<file path="config.mk">
export PLATFORM = sky130hd
export DESIGN_NAME = even_odd_range_acc
export DESIGN_NICKNAME = d
export VERILOG_FILES = /design/src/rtl/even_odd_pkg.sv /design/src/rtl/even_odd_key_lock.sv /design/src/rtl/even_odd_range_acc.sv
export SDC_FILE = /design/constraint.sdc
export NUM_CORES = 1
export LEC_CHECK = 0
export ABC_AREA = 1
export BUFFER_PORTS_ARGS = -buffer_cell sky130_fd_sc_hd__buf_2
export CORE_ASPECT_RATIO = 0.9
export CORE_MARGIN = 10
export CORE_UTILIZATION = 57
export CTS_BUF_LIST = sky130_fd_sc_hd__clkbuf_8
export CTS_CLUSTER_SIZE = 40
export DETAILED_ROUTE_END_ITERATION = 6
export PLACE_DENSITY_LB_ADDON = 0.1
export SYNTH_ARGS = -nofsm -noshare
export SYNTH_HDL_FRONTEND = slang
export SYNTH_HIERARCHICAL = 1
export SYNTH_SLANG_ARGS = --single-unit
export TNS_END_PERCENT = 100
</file>
<file path="constraint.sdc">
create_clock -name ap_clk -period 5.85 [get_ports ap_clk]
set_input_delay 1.17 -clock ap_clk [delete_from_list [all_inputs] [get_ports ap_clk]]
set_output_delay 1.17 -clock ap_clk [all_outputs]
set_load 0.1 [all_outputs]
</file>
<file path="src/rtl/even_odd_pkg.sv">
// Shared types and the key-folding helper for the even/odd range accumulator.
// The fold works on fixed maximum widths; callers zero-extend the key and truncate the result.
package even_odd_pkg;

    localparam int unsigned MAX_KEY_W  = 256;
    localparam int unsigned MAX_DATA_W = 64;
    localparam int unsigned FOLD_IDX_W = $clog2(MAX_DATA_W);

    typedef enum logic [1:0] {
        SUM_EVEN = 2'd0,
        SUM_ODD  = 2'd1,
        CNT_EVEN = 2'd2,
        CNT_ODD  = 2'd3
    } mode_t;

    typedef enum logic [1:0] {
        IDLE  = 2'd0,
        ALIGN = 2'd1,
        RUN   = 2'd2,
        DONE  = 2'd3
    } state_t;

    // Key bit i lands on result bit (i mod data_w): XOR of data_w-wide slices, last slice zero-padded.
    function automatic logic [MAX_DATA_W-1:0] fold_key(input logic [MAX_KEY_W-1:0] key,
                                                       input int unsigned data_w);
        logic [MAX_DATA_W-1:0] folded;
        folded = '0;
        for (int unsigned i = 0; i < MAX_KEY_W; i++) begin
            folded[FOLD_IDX_W'(i % data_w)] ^= key[i];
        end
        return folded;
    endfunction

endpackage

</file>
<file path="src/rtl/even_odd_key_lock.sv">
// Combinational key check: zero mask for the golden key, otherwise the folded key difference.
module even_odd_key_lock
    import even_odd_pkg::*;
#(
    parameter int unsigned       DATA_W     = 32,
    parameter int unsigned       KEY_W      = 255,
    parameter logic [KEY_W-1:0]  GOLDEN_KEY = '0
) (
    input  logic [KEY_W-1:0]  working_key_i,
    output logic [DATA_W-1:0] mask_o
);

    logic                 key_ok;
    logic [MAX_KEY_W-1:0] diff_ext;

    // NOTE: every always_comb output gets a default first so no path can infer a latch.
    always_comb begin
        diff_ext              = '0;
        diff_ext[KEY_W-1:0]   = working_key_i ^ GOLDEN_KEY;
    end

    assign key_ok = (working_key_i == GOLDEN_KEY);
    assign mask_o = key_ok ? '0 : DATA_W'(fold_key(diff_ext, DATA_W));

endmodule

</file>
<file path="src/rtl/even_odd_range_acc.sv">
// Iterative sum/count of the even or odd members of [s, e], one element per cycle,
// behind an ap_ctrl_hs handshake; the result is scrambled unless the golden key is applied.
module even_odd_range_acc
    import even_odd_pkg::*;
#(
    parameter int unsigned       DATA_W     = 32,
    parameter int unsigned       KEY_W      = 255,
    parameter logic [KEY_W-1:0]  GOLDEN_KEY = '0
) (
    input  logic              ap_clk,
    input  logic              ap_rst_n,
    input  logic              ap_start,
    output logic              ap_done,
    output logic              ap_idle,
    output logic              ap_ready,
    input  logic [DATA_W-1:0] s,
    input  logic [DATA_W-1:0] e,
    input  logic [1:0]        mode,
    input  logic [KEY_W-1:0]  working_key,
    output logic [DATA_W-1:0] ap_return
);

    logic [1:0]        rst_sync_q;
    logic              rst_int_n;

    state_t            state_q;
    logic [DATA_W-1:0] s_q;
    logic [DATA_W-1:0] e_q;
    mode_t             mode_q;
    logic [DATA_W:0]   cur_q;
    logic [DATA_W-1:0] acc_q;
    logic [DATA_W-1:0] ret_q;
    logic              done_q;
    logic              idle_q;

    logic [DATA_W:0]   cur_start_d;
    logic [DATA_W:0]   cur_next_d;
    logic [DATA_W-1:0] acc_next_d;
    logic              in_range;
    logic [DATA_W-1:0] mask;

    even_odd_key_lock #(
        .DATA_W    (DATA_W),
        .KEY_W     (KEY_W),
        .GOLDEN_KEY(GOLDEN_KEY)
    ) u_key_lock (
        .working_key_i(working_key),
        .mask_o       (mask)
    );

    // Reset asserts asynchronously but releases two clocks later, in step with ap_clk.
    always_ff @(posedge ap_clk or negedge ap_rst_n) begin
        if (!ap_rst_n) begin
            rst_sync_q <= '0;
        end else begin
            rst_sync_q <= {rst_sync_q[0], 1'b1};
        end
    end

    assign rst_int_n = rst_sync_q[1];

    // cur carries one extra bit so stepping past an all-ones end lands above e, never back at zero.
    always_comb begin
        cur_start_d = {1'b0, s_q} + {{DATA_W{1'b0}}, (s_q[0] != mode_q[0])};
        cur_next_d  = cur_q + (DATA_W+1)'(2);
        in_range    = (cur_q <= {1'b0, e_q});
        acc_next_d  = acc_q + (mode_q[1] ? DATA_W'(1) : cur_q[DATA_W-1:0]);
    end

    // NOTE: state uses non-blocking assignments so every register samples pre-edge values.
    always_ff @(posedge ap_clk or negedge rst_int_n) begin
        if (!rst_int_n) begin
            // NOTE: the datapath registers are reset too, so ap_return reads zero straight out of reset.
            state_q <= IDLE;
            s_q     <= '0;
            e_q     <= '0;
            mode_q  <= SUM_EVEN;
            cur_q   <= '0;
            acc_q   <= '0;
            ret_q   <= '0;
            done_q  <= 1'b0;
            idle_q  <= 1'b1;
        end else begin
            done_q <= 1'b0;
            unique case (state_q)
                IDLE: begin
                    if (ap_start) begin
                        s_q     <= s;
                        e_q     <= e;
                        mode_q  <= mode_t'(mode);
                        idle_q  <= 1'b0;
                        state_q <= ALIGN;
                    end
                end
                ALIGN: begin
                    cur_q   <= cur_start_d;
                    acc_q   <= '0;
                    state_q <= RUN;
                end
                RUN: begin
                    if (in_range) begin
                        acc_q <= acc_next_d;
                        cur_q <= cur_next_d;
                    end else begin
                        ret_q   <= acc_q ^ mask;
                        done_q  <= 1'b1;
                        state_q <= DONE;
                    end
                end
                DONE: begin
                    idle_q  <= 1'b1;
                    state_q <= IDLE;
                end
                default: state_q <= IDLE;
            endcase
        end
    end

    assign ap_done   = done_q;
    assign ap_ready  = done_q;
    assign ap_idle   = idle_q;
    assign ap_return = ret_q;

endmodule

</file>
==> flow_summary_export.csv, run 1 <==
group,metric,value,unit
outcome,run_status,"complete, no violations",
route,via_per_inst,5.12,
global_routing,grt.busiest_layer,"met2",
synthesis,synth_area,0.0156,mm²
clock_network,clock_path_buffers,2,
synthesis,synth_edf_count,0,
power_and_ir_drop,total_power,7.87,mW
timing,final_max_slew_viol_count,0,
timing,rsz0062_at_grt,"no",
clock_network,hold_buffers,0,
clock_network,clock_latency,480,ps
route,routedWlPerCell,15.1,µm
placed_design,io_buffers,358,
global_routing,grtUsageMet3,0.0710,
finish,nFillCells,2611,
timing,max_slew_margin,0.265,
floorplanning,core_area,0.0270,mm²
critical_path,arrival,3750,ps
floorplanning,die_y,177,µm
synthesis,syn_avg_cell_area,6.08,µm²
floorplanning,die_area,0.0344,mm²
route,drt-initial-drc-count,1098,
synthesis,yosysSeqAreaShare,0.271,
clock_network,cts_tree,"built",
timing,fin_skew,24.7,ps
finish,syn2layout_area_growth,15.5,%
power_and_ir_drop,p_leak,10.6,nW
clock_network,cts.sinks,169,
flow_run,maxCapViolCount,0,
synthesis,synthFlopType,"dfrtp_1",
finish,drive_gt1_frac,0.151,
route,drt_pre_antenna_iters,6,
timing,max_clock_freq,297,MHz
critical_path,critPathLaunchType,"register",
global_routing,antenna_found_initial,4,
timing,hold_violations,0,
power_and_ir_drop,power_density,436,mW/mm²
clock_network,cts_resized,0,
placed_design,gp_congestion,1.02,
floorplanning,dieWidth,194,µm
timing,setup_viol,0,
placed_design,hpwl,40.5,mm
global_routing,grt_max_degree,117,
clock_network,clk_pin_slew_worst_paths,110,ps
synthesis,ys_seq_elements,169,
critical_path,cp-end-kind,"register",
power_and_ir_drop,vdd_drop_max,0.439,mV
floorplanning,rows,57,
synthesis,yosysUniqueCellTypes,49,
critical_path,setup.worst_path.class,"reg -> reg",
route,wl,49.3,mm
synthesis,synth_fp_nets,2962,
timing,worst_pin_slew,1100,ps
clock_network,cts_buffers,17,
timing,fin_crit,3360,ps
timing,setup_tns,0,ps
finish,fin_nets,3295,
global_routing,grtUsageMet1,0.365,
global_routing,use_met2,0.450,
finish,layout_commonest_cell,"nand2_1",
floorplanning,start_util,0.578,
route,drc_errors,0,
worst_hold_path,hp-class,"reg -> async",
synthesis,syn_inst,2567,
route,antenna_left,0,
synthesis,asyncSetResetFlopFracSynth,1.00,
global_routing,grt_usage,0.278,
clock_network,h-tree-depth,4,
floorplanning,pin_count,359,
synthesis,synth_warnings,6,
clock_network,cts-root-buf,"clkbuf_8",
global_routing,grt_pass1_vias,15900,
clock_network,postCtsSetupRepairBufs,0,
finish,final_cell_mix,"nand2_1 (1012), inv_1 (440), buf_2 (358)",
timing,fin_crit_sh,0.575,
route,vias,16700,
critical_path,cp.required,6240,ps
global_routing,grt_pass1_wl,79.2,mm
global_routing,grt_overflow_total,0,
critical_path,crit_fanout,100,
-- state kept, by name (all words and copies together) (netlist names) --
name / cells
cur_q: 33
acc_q: 32
ap_return: 32
e_q: 32
s_q: 32
mode_q: 2
rst_sync_q: 2
state_q: 2
ap_done: 1
ap_idle: 1
-- worst paths after layout --
path | startpoint | endpoint | slack (ps) | cells past startpoint
min in group ap_clk | rst_sync_q[0] | rst_sync_q[1] | 390 | 0
setup / recovery | cur_q[22] | cur_q[32] | 2490 | 13
hold reg to reg | rst_sync_q[1] | s_q[16] | 380 | 0
setup reg to reg | cur_q[22] | cur_q[32] | 2490 | 13
max in group asynchronous | rst_sync_q[1] | ap_return[13] | 4360 | 1
hold / removal | rst_sync_q[1] | s_q[16] | 380 | 0
-- cell families (layout without fill, tap and decap cells) --
kind of cell,Yosys count,after routing,synth area share
buffers and inverters,493,839,0.124
xor gates and xnor gates,159,159,0.0901
adders and majority gates,71,71,0.0574
other,1,2,0.000240
AOI/OAI and AO/OA,221,221,0.0763
muxes,3,3,0.00192
and+or+nand+nor,1450,1450,0.379
DFF,169,169,0.271
-- Yosys cell counts, types with 4 or more instances --
library cell	number	area, µm²
a21o_1	8	60.1
a21oi_1	42	210
buf_1	4	15.0
buf_2	6	30.0
buf_4	5	37.5
buf_6	8	90.1
clkbuf_1	28	105
dfrtp_1	168	4200
ha_1	70	876
inv_1	440	1650
nand2_1	1012	3800
nand3_1	189	946
nand3b_1	7	52.6
nand4_1	20	125
nor2_1	148	556
nor2_2	6	37.5
nor3_1	41	205
o21ai_0	90	450
o21ai_1	58	290
o21ai_2	10	87.6
or2_2	11	68.8
xnor2_1	95	832
xor2_1	62	543
-- per-stage QoR --
step                instances   util  hold WS (ps)  setup slack, ps  instance area (µm²)
finish                   3268  0.667           377             2490                18000
global route             3267  0.667           399             2100                18000
CTS                      3267  0.667           392             2590                18000
detailed placement       3235  0.653           360             2610                17600
global placement         3235  0.653           340             2670                17600
floorplan                2567      -           331              794                15600
-- worst max-delay path, stage by stage (launching register included) --
cell and delay, ps:
dfrtp_1 500, ha_1 350, nand2_1 60, nor2_1 130, nand2_1 100, nor2_4 130
nand3_1 80, nand2_1 60, nor2_1 50, nand2_2 90, nand3_4 400, nand2_4 990
nand2_1 130, o21ai_1 120
-- report_power, final --
part	total [mW]	switching, mW	internal [mW]
sequential	2.16	0.481	1.68
clock	0.867	0.535	0.332
combinational	4.85	3.49	1.36
-- layout make-up --
cell class | count | area [µm²] | area share
timing repair buffer | 365 | 1860 | 0.103
clock buffer | 18 | 248 | 0.0137
antenna | 1 | 2.50 | 0.000139
clock inverter | 14 | 146 | 0.00811
tap | 354 | 443 | 0.0246
inverter | 442 | 1660 | 0.0920
multi-input combinational | 1905 | 9450 | 0.524
sequential | 169 | 4230 | 0.235
-- per-layer routing --
layer	part of all wire	wire, µm
met1	0.44	21700
met2	0.45	22100
met3	0.090	4460
met4	0.020	977
met5	0.00075	37
No activity file was read; power rests on OpenSTA's default activity.
==> run 2: changes to the inputs <==
==> constraint.sdc (replaced) <==
create_clock -name ap_clk -period 3.2 [get_ports ap_clk]
set_input_delay 0.64 -clock ap_clk [delete_from_list [all_inputs] [get_ports ap_clk]]
set_output_delay 0.64 -clock ap_clk [all_outputs]
set_load 0.1 [all_outputs]
==> flow_summary_export.csv, run 2 (synthesized netlist as in run 1, its figures left out) <==
group,metric,value,unit
route,wl_met1,22.1,mm
finish,drive_gt1_frac,0.153,
global_routing,grt_pass1_wl,81.2,mm
flow_run,maxCapViolCount,0,
finish,syn2layout_area_growth,16.4,%
route,vias,16900,
critical_path,cp_slowest_cell,"dfrtp_1",
placed_design,place_inst,3244,
finish,nFillCells,2514,
floorplanning,pin_count,359,
global_routing,grt_max_degree,94,
power_and_ir_drop,vdd_drop_max,0.655,mV
timing,hold_violations,0,
placed_design,hpwl,41.4,mm
clock_network,cts_buffers,17,
route,antenna_left,0,
floorplanning,rows,57,
clock_network,cts_resized,0,
finish,layout_commonest_cell,"nand2_1",
route,wl,50.2,mm
route,drc_errors,0,
timing,setup_tns,0,ps
finish,largest_reg_flops,33,
power_and_ir_drop,total_power,14.7,mW
finish,fin_area,0.0182,mm²
critical_path,cp-end-kind,"register",
route,met2_length,23.0,mm
placed_design,io_buffers,358,
placed_design,preCtsSetupSlack,320,ps
route,drt_pre_antenna_iters,7,
power_and_ir_drop,power_density,807,mW/mm²
clock_network,hold_buffers,1,
global_routing,grt_usage,0.285,
worst_hold_path,hp-class,"reg -> async",
clock_network,clock_path_buffers,2,
route,drt-initial-drc-count,1393,
timing,final_max_slew_viol_count,0,
timing,max_clock_freq,337,MHz
finish,fin_nets,3305,
placed_design,gp_congestion,0.972,
clock_network,h-tree-depth,4,
floorplanning,dieWidth,194,µm
floorplanning,start_util,0.578,
timing,worst_pin_slew,819,ps
floorplanning,die_area,0.0344,mm²
finish,final_util,0.673,
floorplanning,core_area,0.0270,mm²
finish,final_cell_mix,"nand2_1 (1012), inv_1 (440), buf_2 (358)",
clock_network,cts-root-buf,"clkbuf_8",
route,wl_met3,4.33,mm
critical_path,critPathLaunchType,"register",
critical_path,r2r_cells,16,
global_routing,grt_overflow_total,0,
placed_design,place_area,0.0178,mm²
clock_network,cts.sinks,169,
outcome,run_status,"complete, no violations",
timing,max_slew_margin,0.454,
critical_path,timing.rr.end,"acc_q[28]",
timing,rsz0062_at_grt,"no",
timing,layout_setup_ws,234,ps
global_routing,antenna_found_initial,0,
critical_path,path_cells,"buf_4, inv_1, nand2_1, ha_1, fa_1, nand2_1, nand3_1, nand3_1, nand2_1, nand2_1, nand2_1, nand2_1, nand2_1, nand2_1, nand3_1, o21ai_1",
critical_path,worstReg2RegStart,"mode_q[1]",
clock_network,clk_pin_slew_worst_paths,120,ps
route,highest_layer,"met4",
critical_path,endpoint,"acc_q[28]",
critical_path,arrival,3370,ps
critical_path,cp.required,3600,ps
route,via_per_inst,5.17,
critical_path,cp-startpoint,"mode_q[1]",
timing,fin_crit,2970,ps
clock_network,clock_latency,490,ps
power_and_ir_drop,p_leak,10.6,nW
floorplanning,die_y,177,µm
critical_path,crit_fanout,19,
clock_network,cts_tree,"built",
timing,setup_viol,0,
critical_path,crit_path_max_incr_delay,630,ps
finish,max_flop_register,"cur_q",
timing,whs,323,ps
clock_network,postCtsSetupRepairBufs,0,
critical_path,reg2reg_slack,230,ps
timing,fin_skew,23.9,ps
route,routedWlPerCell,15.3,µm
critical_path,path_common_cell,"nand2_1",
finish,antenna_cells,0,
critical_path,setup.worst_path.class,"reg -> reg",
global_routing,grt_pass1_vias,16300,
timing,fin_crit_sh,0.927,
finish,final_cells,3277,
## run 2: cell types whose count changed in the layout (fill, tap and decap cells not counted), moves of 2 or more
cell / previous run / this run
clkinv_8: 2 / 4
clkinv_4: 0 / 2
buf_4: 6 / 11
buf_12: 1 / 5
inv_8: 6 / 4
## run 2: worst max-delay path: cells and delay by family (launching register included)
family / cells / cell delay, ps
AND/OR/NAND/NOR: 11 / 970
adder cells (fa/ha/maj): 2 / 690
flip-flops: 1 / 630
buffers and inverters: 2 / 450
AO/OA/AOI/OAI: 1 / 150
## run 2: area by class of cell
type	instances	area, µm²	share of cell area
Clock inverter	15	176	0.00970
Sequential cell	169	4230	0.233
Multi-Input combinational cell	1905	9450	0.520
Inverter	442	1660	0.0912
Timing Repair Buffer	375	1980	0.109
Tap cell	354	443	0.0244
Clock buffer	17	234	0.0129
## run 2: routing by layer
metal,up-vias,track usage
met5,-,0
met4,0,0.0583
met3,58,0.0591
met2,678,0.482
met1,7655,0.370
li1,8544,-
## run 2: where the power goes
part           internal [mW]  total, mW  switching (mW)
clock                  0.599       1.62            1.02
sequential              3.06       4.01           0.942
combinational           2.62       9.04            6.42
## run 2: how the worst min path moves through the flow
stage / end / slack [ps]
finish: s_q[10] / 320
floorplan: rst_sync_q[1] / 330
CTS: s_q[21] / 330
global placement: s_q[13] / 330
detailed placement: s_q[10] / 330
global route: s_q[21] / 330
